--- src/rtl/program_counter.sv ---
// Hack 16-bit program counter with run/halt FSM and wrap flag.
// Optional return-address stack is built when PC_STACK_EN is defined.
module program_counter #(
  parameter int WIDTH        = 16,
  parameter int RESET_VECTOR = 0,
  parameter int STACK_DEPTH  = 4
) (
  input  logic             clk,
  input  logic             rst_n,
  input  logic             clr,
  input  logic             load,
  input  logic [WIDTH-1:0] in,
  input  logic             inc,
  input  logic             halt,
  input  logic             push,
  input  logic             pop,
  output logic [WIDTH-1:0] out,
  output logic             running,
  output logic             wrapped,
  output logic             stk_err
);

  typedef enum logic [1:0] {
    BOOT   = 2'd0,
    RUN    = 2'd1,
    HALTED = 2'd2
  } state_e;

  localparam logic [WIDTH-1:0] RV   = WIDTH'(RESET_VECTOR);
  localparam logic [WIDTH-1:0] ONES = '1;

  state_e           state_q, state_d;
  logic [WIDTH-1:0] out_q, out_d;
  logic             running_q, running_d;
  logic             wrapped_q, wrapped_d;

  logic             push_req, pop_req;
  logic             en_ctl;
  logic             do_clr, do_push, do_pop;
  logic             do_load, do_inc;

`ifdef PC_STACK_EN
  localparam int AW = (STACK_DEPTH > 1) ? $clog2(STACK_DEPTH) : 1;
  localparam int SW = AW + 1;

  logic [WIDTH-1:0] stack_q [STACK_DEPTH];
  logic [WIDTH-1:0] stack_d [STACK_DEPTH];
  logic [SW-1:0]    sp_q, sp_d;
  logic             stk_err_q, stk_err_d;
  logic             full, empty;
  logic [AW-1:0]    top_idx;

  assign push_req = push;
  assign pop_req  = pop;
  assign full     = (sp_q == SW'(STACK_DEPTH));
  assign empty    = (sp_q == '0);
  assign top_idx  = sp_q[AW-1:0] - 1'b1;
  assign stk_err  = stk_err_q;
`else
  logic unused_stk;
  localparam int unused_depth = STACK_DEPTH;

  assign push_req   = 1'b0;
  assign pop_req    = 1'b0;
  assign unused_stk = ^{push, pop};
  assign stk_err    = 1'b0;
`endif

  assign out     = out_q;
  assign running = running_q;
  assign wrapped = wrapped_q;

  // Resolve which single control acts this cycle
  always_comb begin
    en_ctl  = (state_q != BOOT);
    do_clr  = en_ctl && clr;
    do_push = en_ctl && !clr && push_req;
    do_pop  = en_ctl && !clr && !push_req && pop_req;
    do_load = en_ctl && !clr && !push_req
              && !pop_req && load;
    do_inc  = (state_q == RUN) && !clr
              && !push_req && !pop_req
              && !load && inc;
  end

  // FSM state register
  always_ff @(posedge clk or negedge rst_n) begin
    if (!rst_n) begin
      state_q <= BOOT;
    end else begin
      state_q <= state_d;
    end
  end

  // FSM next state
  always_comb begin
    state_d = state_q;
    unique case (state_q)
      BOOT: begin
        state_d = RUN;
      end
      RUN: begin
        if (halt) begin
          state_d = HALTED;
        end
      end
      HALTED: begin
        if (clr || load || push_req || pop_req) begin
          state_d = RUN;
        end
      end
      default: begin
        state_d = BOOT;
      end
    endcase
  end

  // FSM output: running tracks the state being entered
  always_comb begin
    running_d = (state_d == RUN);
  end

  // PC datapath, wrap detect and stack next-state
  always_comb begin
    out_d     = out_q;
    wrapped_d = 1'b0;
`ifdef PC_STACK_EN
    sp_d      = sp_q;
    stk_err_d = stk_err_q;
    for (int i = 0; i < STACK_DEPTH; i++) begin
      stack_d[i] = stack_q[i];
    end
`endif
    unique case (1'b1)
      do_clr: begin
        out_d = RV;
`ifdef PC_STACK_EN
        sp_d      = '0;
        stk_err_d = 1'b0;
`endif
      end
`ifdef PC_STACK_EN
      do_push: begin
        out_d = in;
        if (full) begin
          stk_err_d = 1'b1;
        end else begin
          stack_d[sp_q[AW-1:0]] = out_q + 1'b1;
          sp_d = sp_q + 1'b1;
        end
      end
      do_pop: begin
        if (empty) begin
          stk_err_d = 1'b1;
        end else begin
          out_d = stack_q[top_idx];
          sp_d  = sp_q - 1'b1;
        end
      end
`endif
      do_load: begin
        out_d = in;
      end
      do_inc: begin
        out_d     = out_q + 1'b1;
        wrapped_d = (out_q == ONES);
      end
      default: begin
      end
    endcase
  end

  // PC and status flags
  always_ff @(posedge clk or negedge rst_n) begin
    if (!rst_n) begin
      out_q     <= RV;
      running_q <= 1'b0;
      wrapped_q <= 1'b0;
    end else begin
      out_q     <= out_d;
      running_q <= running_d;
      wrapped_q <= wrapped_d;
    end
  end

`ifdef PC_STACK_EN
  // Return stack, pointer and sticky error
  always_ff @(posedge clk or negedge rst_n) begin
    if (!rst_n) begin
      sp_q      <= '0;
      stk_err_q <= 1'b0;
      for (int i = 0; i < STACK_DEPTH; i++) begin
        stack_q[i] <= '0;
      end
    end else begin
      sp_q      <= sp_d;
      stk_err_q <= stk_err_d;
      for (int i = 0; i < STACK_DEPTH; i++) begin
        stack_q[i] <= stack_d[i];
      end
    end
  end
`endif

endmodule

--- config.mk ---
export PLATFORM = sky130hd
export DESIGN_NAME = program_counter
export DESIGN_NICKNAME = d
export VERILOG_FILES = /design/src/rtl/program_counter.sv
export SDC_FILE = /design/constraint.sdc
export NUM_CORES = 1
export LEC_CHECK = 0
export CORE_ASPECT_RATIO = 0.9
export CORE_UTILIZATION = 40
export CTS_CLUSTER_SIZE = 16
export DETAILED_ROUTE_END_ITERATION = 16
export PLACE_DENSITY = 0.76
export SLEW_MARGIN = 30
export SYNTH_ARGS = -nofsm -noshare
export SYNTH_HDL_FRONTEND = slang
export SYNTH_SLANG_ARGS = --single-unit
--- constraint.sdc ---
create_clock -name clk -period 1.7 [get_ports clk]
set_clock_uncertainty 0.05 [all_clocks]
set_input_delay 0.34 -clock clk [delete_from_list [all_inputs] [get_ports clk]]
set_output_delay 0.34 -clock clk [all_outputs]
set_load 0.1 [all_outputs]
==> results by group <==
Outcome
  • Status: finished, final reports clean

Cells and area
  • FF+latch area: 547 µm²
  • Nets: 227
  • Layout area overhead: 86.3%
  • Finished Layout Cells: 241
  • Fillers: 200
  • Share of cells above drive strength 1: between 40% and 50%
  • Ant. Diodes: 0
  • Area of the multi-input gates: 721 µm²

Logic synthesis
  • Cells after Synth: 129
  • Share of Yosys cell area claimed by the top area cell type: a little over two fifths
  • Synth Register Bits: 20
  • Post-synth EDFFs: 0
  • Most used flip-flop cell after synthesis: dfrtp_1
  • Cell area after synthesis: 0.00119 mm²
  • Syn avg cell area: 9.26 µm²
  • Synth unique cells: 45
  • Leading area contributor after synthesis: dfrtp_1
  • Synth async-reset ratio: 100%
  • Post-synth top cells: dfrtp_1 (20), nand2_1 (12), nand3_1 (11)
  • Main area contributors after synthesis: dfrtp_1 (42%), nand3_1 (4.6%), a221o_1 (4.2%)
  • Syn nets: between 150 and 200
  • Ys Warns: 0
  • Cell with the most instances after synthesis: dfrtp_1
  • Sequential element share of the synthesized area: 41.9%

Place
  • Place WS: -0.450 ns
  • Routability cong.: between 0.9 and 1
  • I/O Buffers: 39
  • DPL Wire Length: between 2 and 3 mm
  • Placed Instances: 232

Global route
  • GRT Util Overall: 26.4%
  • Largest net degree at the start of global routing: 21
  • Number of global-route vias before repair: 1315
  • Antenna violations before repair: 0
  • First-pass GRT wire length: 6.03 mm
  • Total congestion overflow: 0

CTS
  • Longest Clk Path Bufs: 2
  • Worst-path clk slew: 0.13 ns
  • H-Tree Level Count: 1
  • CTS buffer count: 3
  • Insertion delay of the later-clocked pin in the worst-skew pair: between 0.3 and 0.4 ns
  • Sink Count: 20
  • CTS tree: built
  • Root buffer cell: clkbuf_4

Power and ir drop
  • Peak supply drop: 0.00125 V
  • Internal power: 1.78 mW
  • LEAKAGE: 0.893 nW
  • Seq pwr share: between 20% and 30%
  • Sw Share: a little under 50%
  • Clock Power Share: roughly 12%
  • NetSw: ~1.6 mW
  • Pwr dens: 1540 mW/mm²
  • Combinational share of power: 63.2%

Route
  • # DRC: 0
  • Total Wirelength: 3.95 mm
  • Via density per instance: 5.71
  • Initial DRC count: 43
  • DR vias: 1376
  • Final ANT Viol Nets: 0
  • Drt first pass iters: 4
  • Avg WL per Cell: around 16 µm

Die
  • Initial Util: 42.8%
  • I/O pin count: 43
  • Die Area: 0.00321 mm²
  • Core Area: ~0.0028 mm²
  • FP Rows: 18
  • Height of the die: 53.9 µm
  • Die W: between 50 and 60 µm

STA
  • Worst setup margin: about 0.026 ns
  • Period utilization: 98.5%
  • RSZ-0062 raised after global routing: yes
  • Max Slew Vio Count: 0
  • Setup_tns: 0 ns
  • Peak Freq: 597 MHz
  • Final Hold Viols: 0
  • Final setup vio count: 0
  • Final min period: 1.67 ns

Run
  • Max Cap Viol: 0

Setup path
  • Arrival @ worst endpoint: 1.84 ns
  • WS Path Type: reg -> reg
  • Crit-path cells: nand4_1 > buf_4 > nor3_2 > mux2i_1 > a221o_1
  • Critical Path Fanout Max: 5
  • Critical Path RT: approximately 1.9 ns
  • Critical-path top delay cell: dfrtp_4
  • Slowest stage delay, CP: approximately 0.47 ns
  • Crit. End Element: register
  • Element type at the critical path start: register

Hold path
  • Worst Hold Class: in -> async
[metrics by stage]
step	total power, mW	hold WS [ns]	cell area (µm²)	utilization [%]
5_1_grt	3.57	0.303	2230	79.7
6_report	3.43	0.300	2230	79.7
4_1_cts	3.36	0.304	2170	77.6
2_1_floorplan	2.01	-0.00559	1270	-
3_5_place_dp	2.91	0.519	2090	74.7
3_3_place_gp	2.85	0.506	2090	74.7
[state kept, by name, summed over array words and instances (netlist names)]
signal	flops
state_q	2
out	16
running	1
wrapped	1
[layout make-up]
class                           instances  share of cell area (%)
Timing Repair Buffer                   74                    37.8
Tap cell                               40                    2.25
Clock inverter                          1                    1.35
Multi-Input combinational cell         99                    32.4
Sequential cell                        20                    24.6
Inverter                                4                   0.675
Clock buffer                            3                    1.01
[layer usage]
| layer | vias to the layer above | share of wire (%) | GRT usage [%] |
|---|---|---|---|
| met1 | 659 | 41 | 31.5 |
| met4 | 0 | 2.0 | 10.9 |
| met3 | 11 | 7.1 | 5.77 |
| li1 | 639 | - | - |
| met5 | - | 0 | 0 |
| met2 | 67 | 49 | 46.4 |
[path summary, 6_finish.rpt]
| path | from | slack, ns | depth (start not counted) | endpoint |
|---|---|---|---|---|
| worst max-delay path | out[10]$_DFFE_PN0P_ | 0.03 | 5 | out[11]$_DFFE_PN0P_ |
| worst min-delay path | rst_n | 0.30 | 2 | out[11]$_DFFE_PN0P_ |
| worst max register to register | out[10]$_DFFE_PN0P_ | 0.03 | 5 | out[11]$_DFFE_PN0P_ |
| worst min register to register | out[12]$_DFFE_PN0P_ | 0.53 | 1 | out[12]$_DFFE_PN0P_ |
| max in group asynchronous | rst_n | 1.05 | 2 | out[6]$_DFFE_PN0P_ |
| min in group clk | in[14] | 0.50 | 3 | out[14]$_DFFE_PN0P_ |
[placed cells by master, fill, tap and decap left out, types with 2 or more instances in the layout]
| master | instances |
|---|---|
| or3_1 | 3 |
| nand3_1 | 11 |
| and3_1 | 3 |
| nor2_1 | 5 |
| clkbuf_4 | 3 |
| nand2_1 | 11 |
| nand4_1 | 4 |
| dfrtp_2 | 4 |
| dfrtp_1 | 5 |
| o311ai_1 | 2 |
| buf_12 | 18 |
| a21oi_1 | 7 |
| clkdlybuf4s50_1 | 18 |
| dfrtp_4 | 11 |
| dlygate4sd2_1 | 2 |
| buf_4 | 33 |
| mux2i_1 | 2 |
| inv_1 | 4 |
| o211ai_1 | 4 |
| nor3_1 | 4 |
| a2bb2oi_1 | 2 |
| buf_6 | 2 |
| a221o_1 | 5 |
| o21ai_0 | 2 |
| and2_4 | 2 |
[power groups by stage]
stage          sequential (mW)  combinational (mW)  clock (mW)
6_report                 0.864                2.17       0.397
5_1_grt                  0.889                2.26       0.429
4_1_cts                  0.856                2.09       0.409
3_5_place_dp             0.869                2.04           0
3_3_place_gp             0.862                1.99           0
2_1_floorplan             1.60               0.412           0
[critical path, delay by kind of cell, from the launching register on]
family | cells | cell delay [ns]
flops | 1 | 0.47
simple gates | 2 | 0.42
compound gates | 1 | 0.28
buf+inv | 1 | 0.23
mux | 1 | 0.13
[kinds of logic (layout without fill, tap and decap cells)]
kind of cell    after synthesis  count (layout)  share of synthesized area [%]
xor+xnor                      1               1                          0.733
other cells                   1               1                          0.314
compound gates               37              37                           23.5
simple gates                 57              57                           27.1
fa+ha+maj                     1               1                           1.05
buf+inv                      10              82                           3.77
flops                        20              20                           41.9
mux                           2               2                           1.68
[repair_timing]
action / 4_1_cts / 5_1_grt
setup endpoints to repair: 15 / 15
buffers inserted: 3 / 2
hold buffers: 0 / 0
pin swaps: 3 / 4
gates resized for setup: 5 / 9
Note: power is estimated with default switching activity, not from simulation.
